`config.mk`:
```
export PLATFORM = sky130hd
export DESIGN_NAME = uart_fifo_tx
export DESIGN_NICKNAME = d
export VERILOG_FILES = /design/src/rtl/uart_pkg.sv /design/src/rtl/uart_baud_gen.sv /design/src/rtl/uart_fifo_tx.sv
export SDC_FILE = /design/constraint.sdc
export NUM_CORES = 1
export LEC_CHECK = 0
export CORE_UTILIZATION = 45
export CTS_CLUSTER_SIZE = 10
export DETAILED_ROUTE_END_ITERATION = 8
export PLACE_DENSITY = 0.75
export SLEW_MARGIN = 20
export SYNTH_ARGS = -nofsm -noshare
export SYNTH_HDL_FRONTEND = slang
export SYNTH_HIERARCHICAL = 1
export SYNTH_SLANG_ARGS = --single-unit
```
`constraint.sdc`:
```
create_clock -name clk -period 6.55 [get_ports clk]
set_input_delay 1.6375 -clock clk [delete_from_list [all_inputs] [get_ports clk]]
set_output_delay 1.6375 -clock clk [all_outputs]
set_load 0.01 [all_outputs]
```
`src/rtl/uart_pkg.sv`:
```
// Shared UART definitions: parity encodings, FSM states and bit-timing helpers
// used by the transmitter and the matching receiver.
package uart_pkg;

  localparam int PAR_NONE = 0;
  localparam int PAR_ODD  = 1;
  localparam int PAR_EVEN = 2;

  typedef enum logic [2:0] {
    ST_IDLE   = 3'd0,
    ST_START  = 3'd1,
    ST_DATA   = 3'd2,
    ST_PARITY = 3'd3,
    ST_STOP   = 3'd4
  } uart_state_e;

  function automatic int clks_per_bit(input int clk_freq, input int baud);
    return clk_freq / baud;
  endfunction

  // Zero-extending the word to 9 bits leaves its XOR reduction unchanged.
  function automatic logic parity_bit(input logic [8:0] data, input int mode);
    logic even_s;
    even_s = ^data;
    case (mode)
      PAR_ODD:  parity_bit = ~even_s;
      PAR_EVEN: parity_bit = even_s;
      default:  parity_bit = 1'b0;
    endcase
  endfunction

endpackage

```
`src/rtl/uart_baud_gen.sv`:
```
// Bit-period counter: wraps every CLKS_PER_BIT cycles and flags the last cycle
// of each bit period; a synchronous clear restarts the period.
module uart_baud_gen #(
  parameter int CLKS_PER_BIT = 434,
  parameter int CNT_W        = 9
) (
  input  logic             clk,
  input  logic             rst_n,
  input  logic             clr,
  output logic             tick,
  output logic [CNT_W-1:0] cnt
);

  localparam logic [CNT_W-1:0] CNT_LAST = CNT_W'(CLKS_PER_BIT - 1);

  logic [CNT_W-1:0] cnt_r;

  // Bit-period counter with clear and wrap.
  always_ff @(posedge clk or negedge rst_n) begin
    if (!rst_n) begin
      cnt_r <= '0;
    end else if (clr) begin
      cnt_r <= '0;
    end else if (cnt_r == CNT_LAST) begin
      cnt_r <= '0;
    end else begin
      cnt_r <= cnt_r + CNT_W'(1);
    end
  end

  assign tick = (cnt_r == CNT_LAST);
  assign cnt  = cnt_r;

endmodule

```
`src/rtl/uart_fifo_tx.sv`:
```
// UART transmitter draining a first-word-fall-through FIFO: one pop per frame,
// back-to-back frames with no idle gap while data is available.
module uart_fifo_tx
  import uart_pkg::*;
#(
  parameter int CLK_FREQ  = 50_000_000,
  parameter int BAUD      = 115_200,
  parameter int DATA_W    = 8,
  parameter int PARITY    = 0,
  parameter int STOP_BITS = 1
) (
  input  logic              clk,
  input  logic              rst_n,
  input  logic              tx_en,
  input  logic [DATA_W-1:0] fifo_rd_data,
  input  logic              fifo_rd_vld,
  output logic              fifo_rd_en,
  output logic              tx,
  output logic              busy,
  output logic              frame_done
);

  localparam int CLKS_PER_BIT = clks_per_bit(CLK_FREQ, BAUD);
  localparam int CNT_W        = (CLKS_PER_BIT > 1) ? $clog2(CLKS_PER_BIT) : 1;
  localparam int BIT_W        = 4;

  localparam logic [CNT_W-1:0] CNT_PRE_LAST = CNT_W'(CLKS_PER_BIT - 2);
  localparam logic [BIT_W-1:0] DATA_LAST    = BIT_W'(DATA_W - 1);
  localparam logic [BIT_W-1:0] STOP_LAST    = BIT_W'(STOP_BITS - 1);

  uart_state_e       state_r;
  uart_state_e       state_next_s;
  logic [DATA_W-1:0] shift_r;
  logic [DATA_W-1:0] shift_next_s;
  logic              par_r;
  logic              par_next_s;
  logic [BIT_W-1:0]  bit_cnt_r;
  logic [BIT_W-1:0]  bit_cnt_next_s;
  logic              tx_r;
  logic              tx_next_s;
  logic              busy_r;
  logic              frame_done_r;
  logic              frame_done_next_s;
  logic              pop_s;
  logic              clr_s;
  logic              tick_s;
  logic [CNT_W-1:0]  cnt_s;

  // Counter restarts on every state change and is held at zero while idle.
  assign clr_s = (state_r == ST_IDLE) || (state_next_s != state_r);

  uart_baud_gen #(
    .CLKS_PER_BIT(CLKS_PER_BIT),
    .CNT_W       (CNT_W)
  ) u_baud_gen (
    .clk  (clk),
    .rst_n(rst_n),
    .clr  (clr_s),
    .tick (tick_s),
    .cnt  (cnt_s)
  );

  // Next-state, bit counter, pop decision and word capture.
  always_comb begin
    state_next_s   = state_r;
    bit_cnt_next_s = bit_cnt_r;
    shift_next_s   = shift_r;
    par_next_s     = par_r;
    pop_s          = 1'b0;
    case (state_r)
      ST_IDLE: begin
        if (tx_en && fifo_rd_vld) begin
          pop_s        = 1'b1;
          state_next_s = ST_START;
        end else begin
          state_next_s = ST_IDLE;
        end
      end
      ST_START: begin
        if (tick_s) begin
          state_next_s   = ST_DATA;
          bit_cnt_next_s = '0;
        end else begin
          state_next_s = ST_START;
        end
      end
      ST_DATA: begin
        if (tick_s) begin
          shift_next_s = shift_r >> 1;
          if (bit_cnt_r == DATA_LAST) begin
            bit_cnt_next_s = '0;
            state_next_s   = (PARITY != PAR_NONE) ? ST_PARITY : ST_STOP;
          end else begin
            bit_cnt_next_s = bit_cnt_r + BIT_W'(1);
          end
        end else begin
          state_next_s = ST_DATA;
        end
      end
      ST_PARITY: begin
        if (tick_s) begin
          state_next_s   = ST_STOP;
          bit_cnt_next_s = '0;
        end else begin
          state_next_s = ST_PARITY;
        end
      end
      ST_STOP: begin
        if (tick_s) begin
          if (bit_cnt_r == STOP_LAST) begin
            bit_cnt_next_s = '0;
            if (tx_en && fifo_rd_vld) begin
              pop_s        = 1'b1;
              state_next_s = ST_START;
            end else begin
              state_next_s = ST_IDLE;
            end
          end else begin
            bit_cnt_next_s = bit_cnt_r + BIT_W'(1);
          end
        end else begin
          state_next_s = ST_STOP;
        end
      end
      default: begin
        state_next_s   = ST_IDLE;
        bit_cnt_next_s = '0;
      end
    endcase
    if (pop_s) begin
      shift_next_s = fifo_rd_data;
      par_next_s   = parity_bit(9'(fifo_rd_data), PARITY);
    end else begin
      par_next_s = par_next_s;
    end
  end

  // Line level for the cycle that follows, so tx leaves a flop.
  always_comb begin
    tx_next_s = 1'b1;
    case (state_next_s)
      ST_START:  tx_next_s = 1'b0;
      ST_DATA:   tx_next_s = shift_next_s[0];
      ST_PARITY: tx_next_s = par_next_s;
      default:   tx_next_s = 1'b1;
    endcase
  end

  // Registered one cycle early: the cycle after this one is the last stop cycle.
  assign frame_done_next_s = (state_r == ST_STOP) && (bit_cnt_r == STOP_LAST) &&
                             (cnt_s == CNT_PRE_LAST);

  // Frame state and registered outputs.
  always_ff @(posedge clk or negedge rst_n) begin
    if (!rst_n) begin
      state_r      <= ST_IDLE;
      shift_r      <= '0;
      par_r        <= 1'b0;
      bit_cnt_r    <= '0;
      tx_r         <= 1'b1;
      busy_r       <= 1'b0;
      frame_done_r <= 1'b0;
    end else begin
      state_r      <= state_next_s;
      shift_r      <= shift_next_s;
      par_r        <= par_next_s;
      bit_cnt_r    <= bit_cnt_next_s;
      tx_r         <= tx_next_s;
      busy_r       <= (state_next_s != ST_IDLE);
      frame_done_r <= frame_done_next_s;
    end
  end

  // No pop may be issued while the transmitter is held in reset.
  assign fifo_rd_en = pop_s & rst_n;
  assign tx         = tx_r;
  assign busy       = busy_r;
  assign frame_done = frame_done_r;

endmodule

```
==> impl_metrics.env <==
export IMPL_yosysUniqueCellTypes=53
export IMPL_synth_xor_area_share_pct=2.273
export IMPL_n_fill_cell=289
export IMPL_final_cell_area_um2=1774
export IMPL_ctsResizeCount=0
export IMPL_synthMuxAreaShare_pct=2.110
export IMPL_fp_dieArea_um2=3663
export IMPL_placed_area_um2=1722
export IMPL_routedWlPerCell_um=14.61
export IMPL_route_detailed_drc=0
export IMPL_drt_iter0_drc=45
export IMPL_grt_max_degree=30
export IMPL_synthTopCellsByArea="dfrtp_1 44%, a22o_1 3.4%, ha_1 3.2%"
export IMPL_num_vias=1161
export IMPL_worst_pin_slew_ns=0.7424
export IMPL_post_route_util_pct=56.27
export IMPL_start_kind="input port"
export IMPL_ctsLongestPathBuffers=2
export IMPL_ys_seq_area_share_pct=45.54
export IMPL_cts_made_buffers=3
export IMPL_cts_root_buffer="clkbuf_4"
export IMPL_ys_ff_latch=28
export IMPL_wl_um=2952
export IMPL_crit_start="tx_en"
export IMPL_core_um2=3153
export IMPL_cp_arrival_ns=3.63
export IMPL_fp_dieH_um=60.53
export IMPL_drive_above_1_share_pct=13.29
export IMPL_hold_viol_final=0
export IMPL_ctsHtreeMaxLevel=1
export IMPL_grt_first_pass_wirelength_um=5002
export IMPL_routabilityCongestion=0.7642
export IMPL_overflow=0
export IMPL_hpwl_um=2110
export IMPL_finalSetupViolCount=0
export IMPL_grt_usage_pct=18.42
export IMPL_finalMaxSlewViolations=0
export IMPL_r2r_slack_ns=3.59
export IMPL_skew_ns=0.007356
export IMPL_synth_fa_ha_area_share_pct=3.247
export IMPL_hp_start="shift_r[4]"
export IMPL_pin_count=16
export IMPL_antenna_found_initial=0
export IMPL_critPathRequiredTime_ns=4.91
export IMPL_cp_end_kind="output port"
export IMPL_initial_core_util_pct=48.89
export IMPL_yosys_area_share_simple_pct=25.89
export IMPL_synth_compound_area_share_pct=17.86
export IMPL_whs_ns=0.5027
export IMPL_post_route_period_util_pct=80.35
export IMPL_area_growth_pct=15.10
export IMPL_synth_flop_cell="dfrtp_1"
export IMPL_synth_edf_count=0
export IMPL_avgSynthCellArea_um2=10.78
export IMPL_netlist_instances=143
export IMPL_max_freq_mhz=190.0
export IMPL_pwr_density_cell_nw_per_um2=169.9
export IMPL_reg2reg_from="u_baud_gen/cnt[1]"
export IMPL_dieWidth_um=60.53
export IMPL_critPathKind="in2out"
export IMPL_status="completed"
export IMPL_synth_top_family_by_area="simple AND/OR/NAND/NOR gates"
export IMPL_post_cts_repair_setup_buffers=0
export IMPL_dr_pass1_iters=4
export IMPL_relSlewSlack_pct=50.51
export IMPL_irDropWorstVdd_v=0.00006576
export IMPL_period_minus_slack_ns=5.263
export IMPL_worst_skew_pair_late_latency_ns=0.33
export IMPL_async_flop_share_pct=100.0
export IMPL_rsz0062_at_grt="false"
export IMPL_hold_class="reg2reg"
export IMPL_fin_setup_tns_ns=0
export IMPL_cts_hold_buf=0
export IMPL_syn_area_um2=1541
export IMPL_max_cap_violations=0
export IMPL_cp_max_fo=14
export IMPL_syn_nets=159
export IMPL_cts_tree="built"
export IMPL_numPortBuffers=15
export IMPL_yosysTopAreaCell="dfrtp_1"
export IMPL_ys_warn_count=6
export IMPL_antenna_left=0
export IMPL_clk_pin_slew_ns=0.15
export IMPL_synth_commonest_cells="27 x dfrtp_1, 11 x nor2_1, 10 x nand2_1"
export IMPL_yosysMostFrequentCell="dfrtp_1"
export IMPL_synth_top_area_share_pct=43.83
export IMPL_clock_sinks=28
export IMPL_p_leak_nw=0.7536
export IMPL_first_global_vias=1114
export IMPL_vias_per_cell=5.748
export IMPL_fp_row_count=20
export IMPL_nNetsFinal=175
export IMPL_antenna_cells=0
-- worst max-delay path, cell delays in order --
cell	delay, ns
clkdlybuf4s50_1	0.45
nand2_1	0.08
a2111oi_4	0.71
and2_1	0.22
clkdlybuf4s50_1	0.53
-- through the flow --
step | instances | setup slack (ns) | power (mW)
after global placement | 198 | 1.302 | 0.1918
final | 202 | 1.287 | 0.3015
after detailed placement | 198 | 1.264 | 0.1924
after global routing | 202 | 1.176 | 0.3140
after floorplan | 143 | 2.458 | 0.1811
after CTS | 202 | 1.259 | 0.3063
-- final timing paths --
check,to,cells after the start
worst min-delay path,shift_r[4],1
min in group asynchronous,state_r[0],2
worst min register to register,shift_r[4],1
max in group asynchronous,tx,2
worst max register to register,shift_r[6],8
worst max-delay path,fifo_rd_en,5
-- power breakdown --
group	internal, mW	switching [mW]	total, mW
Combinational	0.00767	0.00519	0.0129
Sequential	0.175	0.00104	0.176
Clock	0.0619	0.0508	0.113
Total	0.244	0.0570	0.301
-- layout by cell type (no fill, tap or decap), types with 4 or more instances in the layout --
cell,count
a21o_1,6
dfrtp_1,27
nand2b_1,4
inv_1,4
a22o_1,6
nand2_1,10
clkdlybuf4s50_1,15
ha_1,4
o21ai_0,8
nor2_1,11
or3_1,4
-- area by class of cell --
class	count	area [um2]	share of cell area (%)
Clock buffer	3	22.52	1.269
Sequential cell	28	701.9	39.56
Timing Repair Buffer	16	157.7	8.886
Multi-Input combinational cell	106	792.0	44.64
Clock inverter	1	30.03	1.693
Tap cell	44	55.05	3.103
Inverter	4	15.01	0.8463
-- metal layers --
metal	up-vias	routed length, um	global-route usage (%)
li1	560	-	-
met4	0	46	9.091
met2	15	1469	29.83
met1	582	1355	24.18
met3	4	81	2.772
met5	-	0	0
-- cell families (layout without fill, tap and decap cells) --
group	after synthesis	in the layout
compound gates	34	34
xor+xnor	4	4
buf+inv	9	24
flops	28	28
simple gates	61	61
mux	3	3
fa+ha+maj	4	4
-- sequential cells by signal, summed over array words and instances (netlist names) --
register	cells
u_baud_gen/cnt	9
busy	1
par_r	1
frame_done	1
state_r	3
bit_cnt_r	4
tx	1
shift_r	8
Note: power is estimated with default switching activity, not from simulation.
